File: src/rtl/hazard_control.sv
// Pipeline hazard control: load-use stall, branch flush, memory-wait stall with watchdog.
// Outputs are combinational from state and inputs in the same cycle; the memory wait freezes all four stages.
module hazard_control #(
  parameter int unsigned MEM_TO = 15
) (
  input  logic       clk,
  input  logic       rst,
  input  logic [3:0] R2_1,
  input  logic [3:0] R3_1,
  input  logic [1:0] ExtndSel0,
  input  logic       VF0,
  input  logic [3:0] DestR_2,
  input  logic       VF2,
  input  logic       MemRd2,
  input  logic       MemReq3,
  input  logic       MemDone,
  input  logic       BranchTaken,
  output logic       StallF,
  output logic       StallD,
  output logic       StallE,
  output logic       StallM,
  output logic       FlushD,
  output logic       FlushE,
  output logic       MemErr,
  output logic [1:0] State
);

  typedef enum logic [1:0] {
    RUN   = 2'b00,
    MWAIT = 2'b01,
    ERR   = 2'b10,
    BAD   = 2'b11
  } state_t;

  localparam logic [7:0] MEM_TO_C = 8'(MEM_TO);

  state_t     state_q, state_d;
  logic [7:0] cnt_q, cnt_d;
  logic       mem_err_q, mem_err_d;

  logic r2_used, r3_used, load_use, mem_hold;
  logic stall_all, stall_fd, flush_d, flush_e, run_eval;

  assign r2_used  = ~ExtndSel0[1];
  assign r3_used  = (ExtndSel0 == 2'b00);
  assign load_use = MemRd2 & (DestR_2 != 4'd0) & (VF0 == VF2) &
                    ((r2_used & (R2_1 == DestR_2)) | (r3_used & (R3_1 == DestR_2)));
  assign mem_hold = MemReq3 & ~MemDone;

  always_ff @(posedge clk or negedge rst) begin
    if (!rst) begin
      state_q   <= RUN;
      cnt_q     <= 8'd0;
      mem_err_q <= 1'b0;
    end else begin
      state_q   <= state_d;
      cnt_q     <= cnt_d;
      mem_err_q <= mem_err_d;
    end
  end

  always_comb begin
    state_d   = state_q;
    cnt_d     = cnt_q;
    mem_err_d = mem_err_q;
    stall_all = 1'b0;
    stall_fd  = 1'b0;
    flush_d   = 1'b0;
    flush_e   = 1'b0;
    run_eval  = 1'b0;

    case (state_q)
      RUN: begin
        if (mem_hold) begin
          stall_all = 1'b1;
          state_d   = MWAIT;
          cnt_d     = 8'd1;
        end else begin
          run_eval = 1'b1;
        end
      end
      MWAIT: begin
        if (MemDone) begin
          // Acknowledge releases the pipe this cycle, so decode hazards apply again.
          state_d  = RUN;
          cnt_d    = 8'd0;
          run_eval = 1'b1;
        end else begin
          stall_all = 1'b1;
          if (cnt_q != 8'hFF) cnt_d = cnt_q + 8'd1;
          if (cnt_q == MEM_TO_C) begin
            state_d   = ERR;
            mem_err_d = 1'b1;
          end
        end
      end
      ERR: begin
        stall_all = 1'b1;
      end
      default: begin
        state_d = RUN;
        cnt_d   = 8'd0;
      end
    endcase

    if (run_eval) begin
      if (BranchTaken) begin
        flush_d = 1'b1;
        flush_e = 1'b1;
      end else if (load_use) begin
        stall_fd = 1'b1;
        flush_e  = 1'b1;
      end
    end
  end

  // Pipeline controls are forced low for the whole time reset is held.
  assign StallF = rst & (stall_all | stall_fd);
  assign StallD = rst & (stall_all | stall_fd);
  assign StallE = rst & stall_all;
  assign StallM = rst & stall_all;
  assign FlushD = rst & flush_d;
  assign FlushE = rst & flush_e;
  assign MemErr = mem_err_q;
  assign State  = state_q;

endmodule
File: config.mk
export PLATFORM = sky130hd
export DESIGN_NAME = hazard_control
export DESIGN_NICKNAME = d
export VERILOG_FILES = /design/src/rtl/hazard_control.sv
export SDC_FILE = /design/constraint.sdc
export NUM_CORES = 1
export LEC_CHECK = 0
export BUFFER_PORTS_ARGS = -buffer_cell sky130_fd_sc_hd__buf_2
export CORE_MARGIN = 5
export CORE_UTILIZATION = 45
export CTS_CLUSTER_DIAMETER = 80
export DETAILED_ROUTE_END_ITERATION = 7
export PLACE_DENSITY = 0.75
export SLEW_MARGIN = 25
export SYNTH_ARGS = -nofsm -noshare
export SYNTH_HDL_FRONTEND = slang
export SYNTH_SLANG_ARGS = --single-unit
File: constraint.sdc
create_clock -name clk -period 3.8 [get_ports clk]
set_input_delay 0.57 -clock clk [delete_from_list [all_inputs] [get_ports clk]]
set_output_delay 0.57 -clock clk [all_outputs]
set_load 0.02 [all_outputs]
==> results of run 1 <==
==> cells in the mapped netlist, drive strengths merged <==
master / number / area share [%]
and2: 3 / 2.4
xor2: 8 / 8.8
and4: 1 / 1.1
ha: 1 / 1.6
nor4: 3 / 2.4
nand3b: 1 / 0.95
nand2b: 1 / 0.79
nand4: 3 / 3.2
inv: 2 / 0.95
xnor2: 5 / 5.5
or2: 1 / 0.79
o311ai: 1 / 1.1
o2111ai: 1 / 1.1
a31oi: 2 / 1.6
nand2: 7 / 3.3
dfrtp: 11 / 35
a211oi: 1 / 0.95
o21bai: 2 / 1.9
o211a: 1 / 1.3
nor3b: 1 / 0.95
a41oi: 1 / 1.1
buf: 3 / 2.8
or3b: 1 / 1.4
and3: 1 / 0.79
a21oi: 4 / 2.5
nor2: 8 / 3.8
or4: 1 / 0.95
mux2i: 1 / 1.3
o21ai: 5 / 3.2
o31ai: 2 / 1.9
nor3: 2 / 2.7
nand3: 2 / 1.3
nor4b: 1 / 1.1
==> through the flow <==
| step | power (uW) | std cells |
|---|---|---|
| 6_report | 240.8 | 144 |
| 5_1_grt | 256.3 | 144 |
| 4_1_cts | 244.2 | 144 |
| 3_5_place_dp | 163.1 | 140 |
| 3_3_place_gp | 161.7 | 140 |
| 2_1_floorplan | 143.4 | 88 |
==> power by group through the flow <==
stage	Combinational, uW	Sequential [uW]	Clock, uW
global route	41.4	124	90.7
floorplan	18.4	125	0
global placement	35.9	126	0
finish	36.9	124	80.2
CTS	37.4	124	83.2
detailed placement	37.2	126	0
==> flip-flops by register name (all words and copies together), names as in the netlist <==
register,cells
MemErr,1
cnt_q,8
State,2
==> kinds of logic (layout without fill, tap and decap cells) <==
logic type      Yosys count  after routing  share of synthesized area (%)
xor+xnor                 13             13                          14.35
compound gates           20             20                          16.56
fa+ha+maj                 1              1                          1.577
flops                    11             11                          34.70
buf+inv                   5             36                          3.786
mux                       1              1                          1.262
simple gates             37             37                          27.76
==> routing by layer <==
metal / part of all wire [%] / track usage [%]
met1: 45 / 20.07
met2: 45 / 26.36
met4: 2.4 / 7.860
met5: 0 / 0
met3: 7.2 / 2.579
==> path summary, 6_finish.rpt <==
kind	cells after the start	slack, ps	endpoint
worst max-delay path	5	1430	StallF
worst min-delay path	1	170	cnt_q[7]$_DFFE_PN0P_
worst max register to register	4	2090	cnt_q[7]$_DFFE_PN0P_
worst min register to register	1	470	MemErr$_DFFE_PN0P_
max in group asynchronous	1	3420	State[1]$_DFFE_PN0P_
min in group clk	1	470	MemErr$_DFFE_PN0P_
==> final cells by class <==
cell class / count / area (um2) / area share [%]
Timing Repair Buffer: 30 / 150.1 / 15.35
Tap cell: 25 / 31.28 / 3.197
Inverter: 2 / 7.507 / 0.7673
Clock buffer: 4 / 26.28 / 2.685
Sequential cell: 11 / 275.3 / 28.13
Multi-Input combinational cell: 72 / 488.0 / 49.87
==> results.toml, run 1 <==
[outcome]
status = "complete, no violations"

[run]
cap_viol_max_count = 0

[clock_network]
cts_root_buf = "clkbuf_4"
cts_buffers = 3
post_cts_resized = 0
cts_buffer_depth = 2
clk_pin_slew_ps = 70
cts_hold_buf = 0
cts_sinks = 11
clkLatencyLatePin_ps = 270
tritoncts = "built"
post_cts_buffers = 0
h-tree-depth = 1

[worst_setup_path]
r2r-start = "State[0]$_DFFE_PN0P_"
critPathArrivalTime_ps = 1800
path_buf_inv = 1
crit_slowest_cell = "dfrtp_1"
crit_required_ps = 3230
path_cells = "nor2_1 -> nor3_1 -> o21ai_0 -> o31ai_1 -> buf_2"
worstSetupStartpointType = "flip-flop"
worst_path_dominant_cell_family = "flip-flops"
critPathKind = "reg2out"
cp_slowest_stage_delay_ps = 650
worst_setup_path_end_kind = "output pin"
crit_fanout = 17
crit_start = "State[0]$_DFFE_PN0P_"

[timing]
report.final.slew_viol_count = 0
worstMarginPinSlew_ps = 655.7
fmax_mhz = 421.7
hold_violations = 0
finalCriticalPeriod_ps = 2371
slew_headroom_pct = 55.83
finalSetupTns_ps = 0
post-route-period-util_pct = 62.41
skew_ps = 1.125
setup_violations = 0
rsz0062_at_grt = "false"
whs_ps = 167.7
layout_setup_ws_ps = 1429

[route]
drtIter0Drc = 17
avgRoutedWirePerCell_um = 13.11
drc = 0
first_pass_iters = 4
vias = 784
postRouteAntennaNets = 0
routed_wl_um = 1888
viasPerCell = 5.444

[final_layout]
nets = 143
design_area_um2 = 978.4
nFillCells = 161
syn2layout_area_growth_pct = 23.34
n_antenna_cell = 0
final_common_cell = "buf_2"
utilization_pct = 57.29
final_cell_mix = "buf_2 (30), dfrtp_1 (11), xor2_1 (8), nor2_1 (8), nand2_1 (7)"
drive_gt1_share_pct = 31.09

[synthesis]
seq_area_frac_synth_pct = 34.70
syn_nets = 111
ys_seq_elements = 11
postSynthCellCount = 88
yosys_warnings = 0
synth_cell_types = 35
synth_area_um2 = 793.3
syn_area_per_cell_um2 = 9.014

[pwr]
pwr-share-seq_pct = 51.4
switching_share_pct = 25.95
clkPwrFrac_pct = 33.3
p_comb_share_pct = 15.3
internal_power_uw = 178.3
power_density_nw_per_um2 = 246.1
peakVddDrop_mv = 0.2218
leakage_uw = 0.0004516
p_sw_uw = 62.47

[placement]
dpl_cell_area_um2 = 952.2
gp_congestion = 0.8988
port_buffers = 30
dp_worst_setup_slack_ps = 1501
dp_hpwl_um = 1458

[grt]
grt_max_degree = 18
antenna_found_initial = 0
grt_pass1_vias = 763
gr-total-overflow = 0
track_usage_pct = 16.03
grt_pass1_wl_um = 3256

[floorplan]
die_area_um2 = 2702
initial_core_util_pct = 46.45
num_rows = 15
ios = 31
coreArea_um2 = 1708
die_width_um = 51.99
die-height_um = 51.99

[worst_hold_path]
hold_path_class = "in2async"
Note: power is estimated with default switching activity, not from simulation.
==> run 2, diff against run 1 <==
==> constraint.sdc (replaced) <==
create_clock -name clk -period 2.2 [get_ports clk]
set_input_delay 0.33 -clock clk [delete_from_list [all_inputs] [get_ports clk]]
set_output_delay 0.33 -clock clk [all_outputs]
set_load 0.02 [all_outputs]
==> run 2 against run 1 <==
  * Sequential power up 73%
  * Sequential cell count stayed put
  * Register-to-register slack worse by 1500 ps
  * Count of clock-buffer cells in the layout unchanged
  * Total power increased by 74%
  * Critical path depth shrank 1
  * Setup slack worse by 1100 ps
  * Clock skew is essentially flat
  * Via count increased by 3.7%
  * Global-route usage shrank 0.13 points
  * Cell count is 1.4% higher
  * Design area is 1.5% higher
  * Largest power group unchanged
==> results.toml, run 2 (synthesis gave the netlist of run 1 again) <==
[outcome]
status = "complete, no violations"

[timing]
rsz0062_at_grt = "false"
worstMarginPinSlew_ps = 592.2
finalCriticalPeriod_ps = 1875
skew_ps = 0.8181
setup_violations = 0
report.final.slew_viol_count = 0
post-route-period-util_pct = 85.22
fmax_mhz = 533.4
hold_violations = 0
slew_headroom_pct = 60.10
finalSetupTns_ps = 0

[pwr]
clkPwrFrac_pct = 33.4
pwr-share-seq_pct = 50.9
leakage_uw = 0.0004618
internal_power_uw = 309.2
power_density_nw_per_um2 = 422.7
p_comb_share_pct = 15.7
p_sw_uw = 110.7
peakVddDrop_mv = 0.4116
p_total_uw = 419.9
switching_share_pct = 26.37

[floorplan]
die-height_um = 51.99
initial_core_util_pct = 46.45
die_area_um2 = 2702
ios = 31
coreArea_um2 = 1708
num_rows = 15
die_width_um = 51.99

[worst_setup_path]
path_cells = "nor3_1 -> o21ai_0 -> o31ai_1 -> buf_2"
worst_setup_path_end_kind = "output pin"
crit_required_ps = 1870
crit_start = "State[1]$_DFFE_PN0P_"
r2r-start = "State[1]$_DFFE_PN0P_"
r2r_end = "cnt_q[7]$_DFFE_PN0P_"
cp_slowest_stage_delay_ps = 450
crit_slowest_cell = "dfrtp_1"
critPathArrivalTime_ps = 1540
r2r_setup_slack_ps = 600
crit_end = "StallF"
crit_fanout = 7
worstSetupStartpointType = "flip-flop"
critPathKind = "reg2out"
r2r_cells = 4

[route]
vias = 813
postRouteAntennaNets = 0
viasPerCell = 5.568
drtIter0Drc = 12
first_pass_iters = 4
avgRoutedWirePerCell_um = 13.42
drc = 0
routed_wl_um = 1960

[placement]
port_buffers = 30
dp_hpwl_um = 1603
dp.cells = 142
gp_congestion = 0.9138

[grt]
grt_pass1_vias = 784
grt_max_degree = 17
track_usage_pct = 15.90
grt_pass1_wl_um = 3222
antenna_found_initial = 0
gr-total-overflow = 0

[clock_network]
cts_sinks = 11
cts_root_buf = "clkbuf_4"
h-tree-depth = 1
cts_hold_buf = 0
post_cts_buffers = 0
cts_buffers = 3
clkLatencyLatePin_ps = 270
clk_pin_slew_ps = 70
cts_buffer_depth = 2
post_cts_resized = 0
tritoncts = "built"

[final_layout]
regMostFlops = "cnt_q"
final_cell_mix = "buf_2 (30), dfrtp_1 (11), xor2_1 (8), nor2_1 (8), nand2_1 (7)"
nets = 145
n_antenna_cell = 0
final_common_cell = "buf_2"
drive_gt1_share_pct = 32.23
syn2layout_area_growth_pct = 25.24
instances_no_fill = 146
largest_reg_flops = 8

[worst_hold_path]
hold_path_class = "in2async"

[run]
cap_viol_max_count = 0
[run 2: changes by cell type in the layout (fill, tap and decap cells not counted), sizes merged]
cell,previous run,this run
buf,30,32
[run 2: metrics by stage]
stage / util [%] / cell area, um2 / setup WS (ps) / hold WS, ps
detailed placement: 56.63 / 967.2 / 348.8 / 307.1
CTS: 58.17 / 993.5 / 327.7 / 16.86
global route: 58.17 / 993.5 / 240.7 / 22.23
finish: 58.17 / 993.5 / 325.1 / 20.49
global placement: 56.63 / 967.2 / 409.8 / 306.8
floorplan: - / 793.3 / 132.5 / 34.41
[run 2: how the worst min path moves through the flow]
stage,from,cells past startpoint,to
floorplan,rst,0,MemErr$_DFFE_PN0P_
global placement,rst,2,cnt_q[4]$_DFFE_PN0P_
detailed placement,rst,2,cnt_q[4]$_DFFE_PN0P_
CTS,rst,2,cnt_q[7]$_DFFE_PN0P_
global route,rst,2,cnt_q[3]$_DFFE_PN0P_
finish,rst,2,cnt_q[3]$_DFFE_PN0P_
[run 2: worst max-delay path, delay by kind of cell (launching register included)]
kind	cells	cell delay, ps
and+or+nand+nor	1	320
AOI/OAI and AO/OA	2	280
DFF	1	450
buffers and inverters	1	220
[run 2: layout make-up]
cell class	instances	area (um2)
Sequential cell	11	275.3
Fill cell	151	714.4
Timing Repair Buffer	32	165.2
Clock buffer	4	26.28
Inverter	2	7.507
Tap cell	25	31.28
Multi-Input combinational cell	72	488.0
[run 2: per-layer routing]
metal / up-vias / wire length, um / track usage (%)
li1: 390 / - / -
met1: 374 / 847 / 19.33
met4: 0 / 28 / 4.803
met2: 45 / 926 / 26.99
met5: - / 0 / 0
met3: 4 / 157 / 4.298
[run 2: power by group through the flow]
stage / logic [uW] / clock network, uW / registers [uW]
global route: 73.8 / 154 / 215
CTS: 67.1 / 144 / 214
floorplan: 31.8 / 0 / 216
finish: 66.0 / 140 / 214
global placement: 63.8 / 0 / 217
detailed placement: 66.8 / 0 / 218
